===== src/rtl/instr_fetch_unit.sv =====
// Instruction fetch stage for the 32-bit RISC-V core.
// Holds the PC and fetches one word at a time over a valid/ready request and
// response handshake. It latches the word into an instruction register,
// presents the decoded fields, and advances the PC when the instruction retires.
module instr_fetch_unit #(
  parameter int              XLEN      = 32,
  parameter logic [XLEN-1:0] RESET_PC  = 32'h0000_0000,
  parameter logic [XLEN-1:0] NOP_INSTR = 32'h0000_0013
) (
  input  logic            clk,
  input  logic            reset,
  output logic            imem_req_valid,
  input  logic            imem_req_ready,
  output logic [XLEN-1:0] imem_addr,
  input  logic            imem_resp_valid,
  input  logic [XLEN-1:0] imem_rdata,
  input  logic            stall,
  input  logic            branch,
  input  logic            branch_taken,
  input  logic [XLEN-1:0] branch_offset,
  output logic [XLEN-1:0] pc,
  output logic [XLEN-1:0] instr,
  output logic [6:0]      Opcode,
  output logic [4:0]      rd,
  output logic [2:0]      funct3,
  output logic [4:0]      rs1,
  output logic [4:0]      rs2,
  output logic [6:0]      funct7,
  output logic            instr_valid,
  output logic            misaligned
);

  typedef enum logic [1:0] {
    FETCH = 2'd0,
    WAIT  = 2'd1,
    ISSUE = 2'd2
  } state_t;

  state_t          state_q, state_d;
  logic [XLEN-1:0] pc_q, pc_d;
  logic [XLEN-1:0] instr_q, instr_d;
  logic            instr_valid_q, instr_valid_d;
  logic            req_valid_q, req_valid_d;
  logic            misaligned_q, misaligned_d;

  logic [XLEN-1:0] seq_pc;
  logic [XLEN-1:0] br_target;
  logic [XLEN-1:0] raw_next_pc;
  logic            take_branch;

  // Next-PC candidates: all sums wrap modulo 2^XLEN, and the low two bits are
  // always forced to zero so that the PC stays word aligned.
  always_comb begin
    seq_pc      = pc_q + XLEN'(4);
    br_target   = pc_q + branch_offset;
    take_branch = branch & branch_taken;
    raw_next_pc = take_branch ? br_target : seq_pc;
  end

  // Next-state logic for the FETCH -> WAIT -> ISSUE loop.
  always_comb begin
    state_d       = state_q;
    pc_d          = pc_q;
    instr_d       = instr_q;
    instr_valid_d = instr_valid_q;
    req_valid_d   = req_valid_q;
    misaligned_d  = misaligned_q;

    case (state_q)
      FETCH: begin
        // The request valid comes up one cycle after entering FETCH from reset.
        // An accept is counted only while the registered valid is asserted.
        req_valid_d = 1'b1;
        if (req_valid_q && imem_req_ready) begin
          state_d     = WAIT;
          req_valid_d = 1'b0;
        end
      end

      WAIT: begin
        req_valid_d = 1'b0;
        if (imem_resp_valid) begin
          instr_d       = imem_rdata;
          instr_valid_d = 1'b1;
          state_d       = ISSUE;
        end
      end

      ISSUE: begin
        // While stalled, everything holds and the branch inputs are not used.
        if (!stall) begin
          pc_d          = {raw_next_pc[XLEN-1:2], 2'b00};
          if (take_branch && (br_target[1:0] != 2'b00)) begin
            misaligned_d = 1'b1;
          end
          instr_d       = NOP_INSTR;
          instr_valid_d = 1'b0;
          req_valid_d   = 1'b1;
          state_d       = FETCH;
        end
      end

      default: begin
        state_d       = FETCH;
        instr_d       = NOP_INSTR;
        instr_valid_d = 1'b0;
        req_valid_d   = 1'b0;
      end
    endcase
  end

  // State and output registers. Reset is asserted asynchronously and
  // released synchronously.
  always_ff @(posedge clk or posedge reset) begin
    if (reset) begin
      state_q       <= FETCH;
      pc_q          <= RESET_PC;
      instr_q       <= NOP_INSTR;
      instr_valid_q <= 1'b0;
      req_valid_q   <= 1'b0;
      misaligned_q  <= 1'b0;
    end else begin
      state_q       <= state_d;
      pc_q          <= pc_d;
      instr_q       <= instr_d;
      instr_valid_q <= instr_valid_d;
      req_valid_q   <= req_valid_d;
      misaligned_q  <= misaligned_d;
    end
  end

  // The outputs come directly from the registers. The decoded fields are
  // slices of the instruction register.
  always_comb begin
    imem_req_valid = req_valid_q;
    imem_addr      = pc_q;
    pc             = pc_q;
    instr          = instr_q;
    instr_valid    = instr_valid_q;
    misaligned     = misaligned_q;
    Opcode         = instr_q[6:0];
    rd             = instr_q[11:7];
    funct3         = instr_q[14:12];
    rs1            = instr_q[19:15];
    rs2            = instr_q[24:20];
    funct7         = instr_q[31:25];
  end

endmodule


===== config.mk =====
export PLATFORM = sky130hd
export DESIGN_NAME = instr_fetch_unit
export DESIGN_NICKNAME = d
export VERILOG_FILES = /design/src/rtl/instr_fetch_unit.sv
export SDC_FILE = /design/constraint.sdc
export NUM_CORES = 1
export LEC_CHECK = 0
export ABC_CLOCK_PERIOD_IN_PS = 3000
export CAP_MARGIN = 40
export CORE_MARGIN = 2
export CORE_UTILIZATION = 43
export DETAILED_ROUTE_END_ITERATION = 10
export PLACE_DENSITY_LB_ADDON = 0.1
export SYNTH_ARGS = -nofsm -noshare
export SYNTH_HDL_FRONTEND = slang
export SYNTH_SLANG_ARGS = --single-unit

===== constraint.sdc =====
create_clock -name clk -period 3 [get_ports clk]
set_input_delay 0.6 -clock clk [delete_from_list [all_inputs] [get_ports clk]]
set_output_delay 0.6 -clock clk [all_outputs]
set_load 0.03 [all_outputs]

==> impl_metrics.py, run 1 <==
metrics = {
    "placed_design": {
        "routabilityCongestion": 0.930,
        "dp_cells": 868,
        "dp_slack_ns": -0.589,
        "numPortBuffers": 197,
        "dp_hpwl_mm": 10.5,
    },
    "clock_network": {
        "path_clk_slew_ns": 0.08,
        "cts.hold.buffers_added": 0,
        "cts_tree": "built",
        "clkSinkCount": 67,
        "cts_buffer_depth": 2,
        "root_buffer": "clkbuf_8",
        "cts_made_buffers": 9,
        "htree_num_levels": 3,
        "clk-insertion-delay-late_ns": 0.35,
    },
    "pwr": {
        "cellLeakagePower_nw": 3.38,
        "clock_power_share_pct": 12.3,
        "powerDensity_nw_per_um2": 969,
        "pwr-share-comb_pct": 65.0,
        "seq_power_share_pct": 22.7,
        "netSwitchingFraction_pct": 46.1,
        "power.switching_w": 0.00329,
        "power.internal_w": 0.00384,
        "ir_worst_vdd_v": 0.000643,
    },
    "hold_path": {
        "min_from": "instr_valid$_DFFE_PP0P_",
        "hold_class": "flop to flop",
        "hold_depth": 2,
        "min_to": "instr_valid$_DFFE_PP0P_",
    },
    "global_route": {
        "grt_use_total_pct": 23.2,
        "grt_overflow": 0,
        "grt_max_degree": 35,
        "grt_pass1_wl_mm": 21.8,
        "antenna_found_initial": 0,
        "grt_pass1_vias": 4531,
    },
    "worst_setup_path": {
        "max_stage_delay_ns": 0.46,
        "cpMaxStageDelayCell": "clkdlybuf4s50_1",
        "crit_family": "compound AO/OA/AOI/OAI gates",
        "path_cells": "clkdlybuf4s50_1 > nand2b_4 > ha_2 > inv_1 > fa_2 > and2b_2 > o2111ai_4 > a211o_1 > and2_4 > o41ai_4 > xnor2_1 > o21ai_2",
        "timing.rr.start": "imem_addr[2]$_DFFE_PP0P_",
        "cp.required_ns": 3.24,
        "r2r-end": "imem_addr[22]$_DFFE_PP0P_",
        "path_class": "input port to flop",
        "start_kind": "input port",
        "path_max_fanout": 3,
        "cp.arrival_ns": 3.11,
        "end_kind": "flop",
        "crit_buf_inv": 2,
        "reg2reg_depth": 10,
        "reg2reg_slack_ns": 0.51,
    },
    "floorplan": {
        "die_w_um": 109,
        "ios": 202,
        "core_um2": 10800,
        "initial_utilization_pct": 43.8,
        "dieArea_um2": 11800,
        "rows": 38,
        "die_h_um": 109,
    },
    "finish": {
        "area_growth_pct": 55.8,
        "diodes": 0,
        "drive_gt1_share_pct": 19.2,
        "stdcell_count": 890,
        "final_nets": 846,
    },
    "synthesis": {
        "yosys-top-cells-area": "dfrtp_1 (34%), buf_4 (10%), ha_1 (7.7%)",
        "synth_area_um2": 4720,
        "synth-seq-cells": 67,
        "syn-instance-count": 524,
        "ys_warn_count": 0,
        "synth_top_area_share_pct": 33.9,
        "synth-edff-count": 0,
        "ys.flop_type": "dfrtp_1",
        "synth.distinct_cells": 62,
        "ys_seq_area_share_pct": 35.6,
        "async_flop_share_pct": 100,
        "yosys.area.top_type": "dfrtp_1",
        "postSynthAreaPerCell_um2": 9.01,
    },
    "routing": {
        "drt-vias-per-instance": 5.09,
        "firstDrtPassIters": 4,
        "drt-total-wl_mm": 13.5,
        "drc": 0,
        "drtAntennaViolNets": 0,
        "drt_iter0_drc": 213,
        "routedWlPerCell_um": 15.1,
        "via_count": 4529,
    },
    "run": {
        "cap_violations": 0,
    },
    "sta": {
        "finalCriticalPeriod_ns": 2.87,
        "timing.setup.tns_ns": 0,
        "setup_ws_ns": 0.128,
        "fmax_mhz": 348,
        "hold_violations": 0,
        "rsz0062_at_grt": "yes",
        "fin_skew_ns": 0.00704,
        "setup_viol": 0,
        "slew_violations": 0,
        "fin_crit_sh_pct": 95.7,
    },
    "outcome": {
        "status": "finished clean",
    },
}
[logic make-up (layout without fill, tap and decap cells)]
kind of cell             after synthesis  in the layout  share of synthesized area (%)
adder cells (fa/ha/maj)               30             30                           8.11
multiplexers                           2              2                          0.450
buffers and inverters                 97            320                           13.0
XOR/XNOR                              25             25                           4.64
AO/OA/AOI/OAI                        149            149                           21.9
other                                  1              4                         0.0794
AND/OR/NAND/NOR                      153            153                           16.3
flip-flops                            67             67                           35.6
[cell usage in the layout, fill, tap and decap left out, types with 3 or more instances in the layout]
master,Yosys,final
o21bai_1,4,4
nand2b_1,4,3
and2_1,4,3
a22o_1,29,29
inv_1,9,8
nand2_1,60,60
a21o_1,6,6
clkbuf_8,0,10
nor2_1,20,19
o21ai_1,7,8
xor2_1,11,11
conb_1,1,4
dfstp_2,3,3
nand4_1,8,8
a21oi_1,31,30
ha_1,29,27
clkdlybuf4s50_1,0,195
xnor2_1,14,14
nand3_1,7,7
buf_4,66,95
o22a_1,3,3
and3_1,27,27
dfrtp_1,64,64
nor3b_1,3,3
o21ai_0,42,41
nor3_1,7,7
[flip-flops by register name, indices dropped and copies added (netlist names)]
signal          flops
instr              32
instr_valid         1
imem_addr          30
imem_req_valid      1
state_q             2
misaligned          1
[per-stage QoR]
step	util (%)	area, µm²	hold slack [ns]	total power [W]
2_1_floorplan	-	4730	0.480	0.00455
3_3_place_gp	65.0	7020	0.461	0.00616
3_5_place_dp	65.0	7020	0.466	0.00622
4_1_cts	67.5	7280	0.486	0.00714
5_1_grt	68.2	7360	0.511	0.00758
6_report	68.2	7360	0.482	0.00713
[power groups by stage]
stage / clock, W / combinational (W) / sequential, W
6_report: 0.000874 / 0.00463 / 0.00162
5_1_grt: 0.000935 / 0.00495 / 0.00169
4_1_cts: 0.000898 / 0.00462 / 0.00163
3_5_place_dp: 0 / 0.00458 / 0.00164
3_3_place_gp: 0 / 0.00454 / 0.00162
2_1_floorplan: 0 / 0.00231 / 0.00224
[metal layers]
metal  global-route usage [%]  wire, µm
met1                     31.0      6010
met2                     39.0      6430
met3                     4.06       839
met4                     5.86       167
met5                        0         0
[worst reg2reg max path: stages (launching register included)]
cell and delay (ns):
dfrtp_1 0.41, ha_2 0.21, inv_1 0.05, fa_2 0.34
and2b_2 0.25, o2111ai_4 0.15, a211o_1 0.34, and2_4 0.19
o41ai_4 0.21, xnor2_1 0.17, o21ai_2 0.07
[layout make-up]
class                      count  area [µm²]
clock buffer                  11         141
clock inverter                 5        85.1
fill                         914        3430
inverter                       9        33.8
multi-input combinational    363        2510
sequential                    67        1680
tap                          140         175
timing repair buffer         295        2730
[worst max-delay path by stage]
stage	start	end	slack, ns	depth (start not counted)
after floorplan	branch	imem_addr[22]$_DFFE_PP0P_	0.06	12
final	branch_offset[2]	imem_addr[22]$_DFFE_PP0P_	0.13	12
after CTS	branch_offset[2]	imem_addr[22]$_DFFE_PP0P_	0.04	12
after global routing	branch_offset[2]	imem_addr[24]$_DFFE_PP0P_	-0.02	12
after global placement	branch_taken	imem_addr[22]$_DFFE_PP0P_	-0.48	13
after detailed placement	branch_taken	imem_addr[22]$_DFFE_PP0P_	-0.59	13
[cells in the mapped netlist, types with 3 or more instances]
cell type and instances:
ha_1 29, nor2_1 20, nand4_1 8, o21ai_0 42, and2_1 4, nand3_1 7, nand2b_1 4, xnor2_1 14
o31ai_1 3, dfstp_2 3, nor3b_1 3, clkbuf_1 18, dfrtp_1 64, and3_1 27, nand2_1 60, xor2_1 11
buf_4 66, a21oi_1 31, nor3_1 7, o22a_1 3, o21ai_1 7, a21o_1 6, inv_1 9, a22o_1 29
o21bai_1 4
[what timing repair did]
| item | in CTS | in global routing |
|---|---|---|
| pin swaps | 4 | 10 |
| gates resized for setup | 8 | 10 |
| cloned | 0 | 0 |
| buffers inserted | 3 | 3 |
| setup endpoints to repair | 17 | 12 |
Note: power is estimated with default switching activity, not from simulation.
==> run 2, diff against run 1 <==
--- a/config.mk
+++ b/config.mk
@@ -7,6 +7,7 @@
 export LEC_CHECK = 0
 export ABC_CLOCK_PERIOD_IN_PS = 3000
 export CAP_MARGIN = 40
+export CORE_ASPECT_RATIO = 1.5
 export CORE_MARGIN = 2
 export CORE_UTILIZATION = 43
 export DETAILED_ROUTE_END_ITERATION = 10
==> run 2 against run 1 <==
Compared with the run above:
- sequential power barely moved
- largest cell class unchanged
- routed wire length rose by 6.6%
- sequential share of layout area fell by 0.10 points
- combinational power barely moved
- final area rose by 0.46%
- global-route usage rose by 1.1 points
- core utilization rose by 1.2 points
==> impl_metrics.py, run 2 (synthesized netlist as in run 1, its figures left out) <==
metrics = {
    "placed_design": {
        "numPortBuffers": 197,
        "dpl_cell_area_um2": 6970,
        "dp_cells": 865,
        "dp_hpwl_mm": 11.3,
        "routabilityCongestion": 0.947,
    },
    "global_route": {
        "use_met2_pct": 45.3,
        "grt_overflow": 0,
        "grt_use_total_pct": 24.3,
        "globalRouteMet1Util_pct": 26.7,
        "grt_pass1_vias": 4717,
        "grt_max_degree": 68,
        "met3_usage_pct": 4.01,
        "antenna_found_initial": 0,
        "grt_pass1_wl_mm": 22.7,
        "busiest_layer": "met2",
    },
    "worst_setup_path": {
        "path_max_fanout": 3,
        "end_kind": "flop",
        "path_class": "input port to flop",
        "cp.arrival_ns": 3.09,
        "start_kind": "input port",
        "reg2reg_depth": 10,
        "critPathLaunch": "branch_offset[2]",
        "timing.rr.start": "imem_addr[2]$_DFFE_PP0P_",
        "cp.required_ns": 3.22,
    },
    "outcome": {
        "status": "finished clean",
    },
    "clock_network": {
        "clk-insertion-delay-late_ns": 0.34,
        "cts_tree": "built",
        "clkSinkCount": 67,
        "root_buffer": "clkbuf_16",
        "htree_num_levels": 3,
        "cts.hold.buffers_added": 0,
        "cts_buffer_depth": 2,
        "path_clk_slew_ns": 0.06,
        "cts_made_buffers": 9,
    },
    "routing": {
        "drt_iter0_drc": 194,
        "drtAntennaViolNets": 0,
        "drt-vias-per-instance": 5.33,
        "drc": 0,
        "drt-total-wl_mm": 14.3,
        "routedWlPerCell_um": 16.2,
        "firstDrtPassIters": 4,
        "via_count": 4709,
    },
    "sta": {
        "worst_slew_pin_slew_ns": 0.495,
        "fmax_mhz": 348,
        "setup_viol": 0,
        "hold_violations": 0,
        "timing.setup.tns_ns": 0,
        "finalCriticalPeriod_ns": 2.87,
        "fin_crit_sh_pct": 95.7,
        "fin_skew_ns": 0.0116,
        "relSlewSlack_pct": 66.7,
        "slew_violations": 0,
    },
    "finish": {
        "area_growth_pct": 56.6,
        "largest_register_ffs": 32,
        "stdcell_count": 884,
        "final_cell_mix": "clkdlybuf4s50_1 (195), buf_4 (85), dfrtp_1 (64)",
        "area.sequential_um2": 1680,
        "fill_cells": 863,
        "drive_gt1_share_pct": 18.5,
        "design_area_um2": 7390,
        "layout_commonest_cell": "clkdlybuf4s50_1",
        "diodes": 0,
        "multiInputGateArea_um2": 2520,
        "final_nets": 836,
    },
    "pwr": {
        "powerDensity_nw_per_um2": 1000,
        "cellLeakagePower_nw": 3.37,
        "ir_worst_vdd_v": 0.000472,
    },
    "floorplan": {
        "die_h_um": 132,
        "ios": 202,
        "dieArea_um2": 11900,
        "rows": 46,
        "die_w_um": 89.6,
        "initial_utilization_pct": 44.4,
        "core_um2": 10600,
    },
    "run": {
        "cap_violations": 0,
    },
    "hold_path": {
        "hold_class": "flop to flop",
        "min_from": "misaligned$_DFFE_PP0P_",
        "hold_depth": 1,
    },
}
-- run 2: final timing paths --
check,slack (ns),endpoint
max in group asynchronous,2.00,instr[1]$_DFFE_PP1P_
min,0.49,misaligned$_DFFE_PP0P_
min in group asynchronous,0.66,instr[21]$_DFFE_PP0P_
max,0.13,imem_addr[18]$_DFFE_PP0P_
max reg2reg,0.48,imem_addr[18]$_DFFE_PP0P_
min reg2reg,0.49,misaligned$_DFFE_PP0P_
-- run 2: cell type report --
class                   count  area share (%)
repair buffers            285            36.0
multi-input cells         363            34.0
flip-flops and latches     67            22.7
clock buffers               9            3.05
well taps                 144            2.44
clock inverters             7            1.34
inverters                   9           0.457
-- run 2: stage by stage --
| stage | hold WS [ns] | total power [W] | util (%) | setup slack [ns] |
|---|---|---|---|---|
| 3_5_place_dp | 0.474 | 0.00621 | 65.5 | -0.592 |
| 2_1_floorplan | 0.480 | 0.00455 | - | 0.0616 |
| 4_1_cts | 0.490 | 0.00741 | 68.7 | 0.0390 |
| 6_report | 0.486 | 0.00740 | 69.4 | 0.129 |
| 5_1_grt | 0.528 | 0.00780 | 69.4 | -0.00572 |
| 3_3_place_gp | 0.461 | 0.00613 | 65.5 | -0.503 |
-- run 2: timing repair --
item / CTS / global route
endpoints found under the setup margin: 13 / 9
pin swaps: 4 / 11
buffers inserted: 1 / 2
resized for setup: 6 / 17
-- run 2: critical path: stages --
cell and delay [ns]:
clkdlybuf4s50_1 0.46, nand2b_4 0.12, ha_4 0.12, inv_2 0.04, fa_2 0.37, and2b_1 0.23, o2111ai_2 0.15, a211o_1 0.34
and2_4 0.19, o31ai_2 0.25, xnor2_1 0.14, o21ai_1 0.07
-- run 2: layer usage --
metal	routed length [µm]	up-vias
met2	7860	190
met3	872	27
li1	-	2236
met4	299	0
met1	5310	2256
met5	0	-
-- run 2: report_power, final --
part	leakage, nW	switching, W	internal (W)
sequential	0.863	0.000360	0.00127
combinational	2.35	0.00259	0.00202
clock	0.156	0.000424	0.000733
total	3.37	0.00337	0.00402
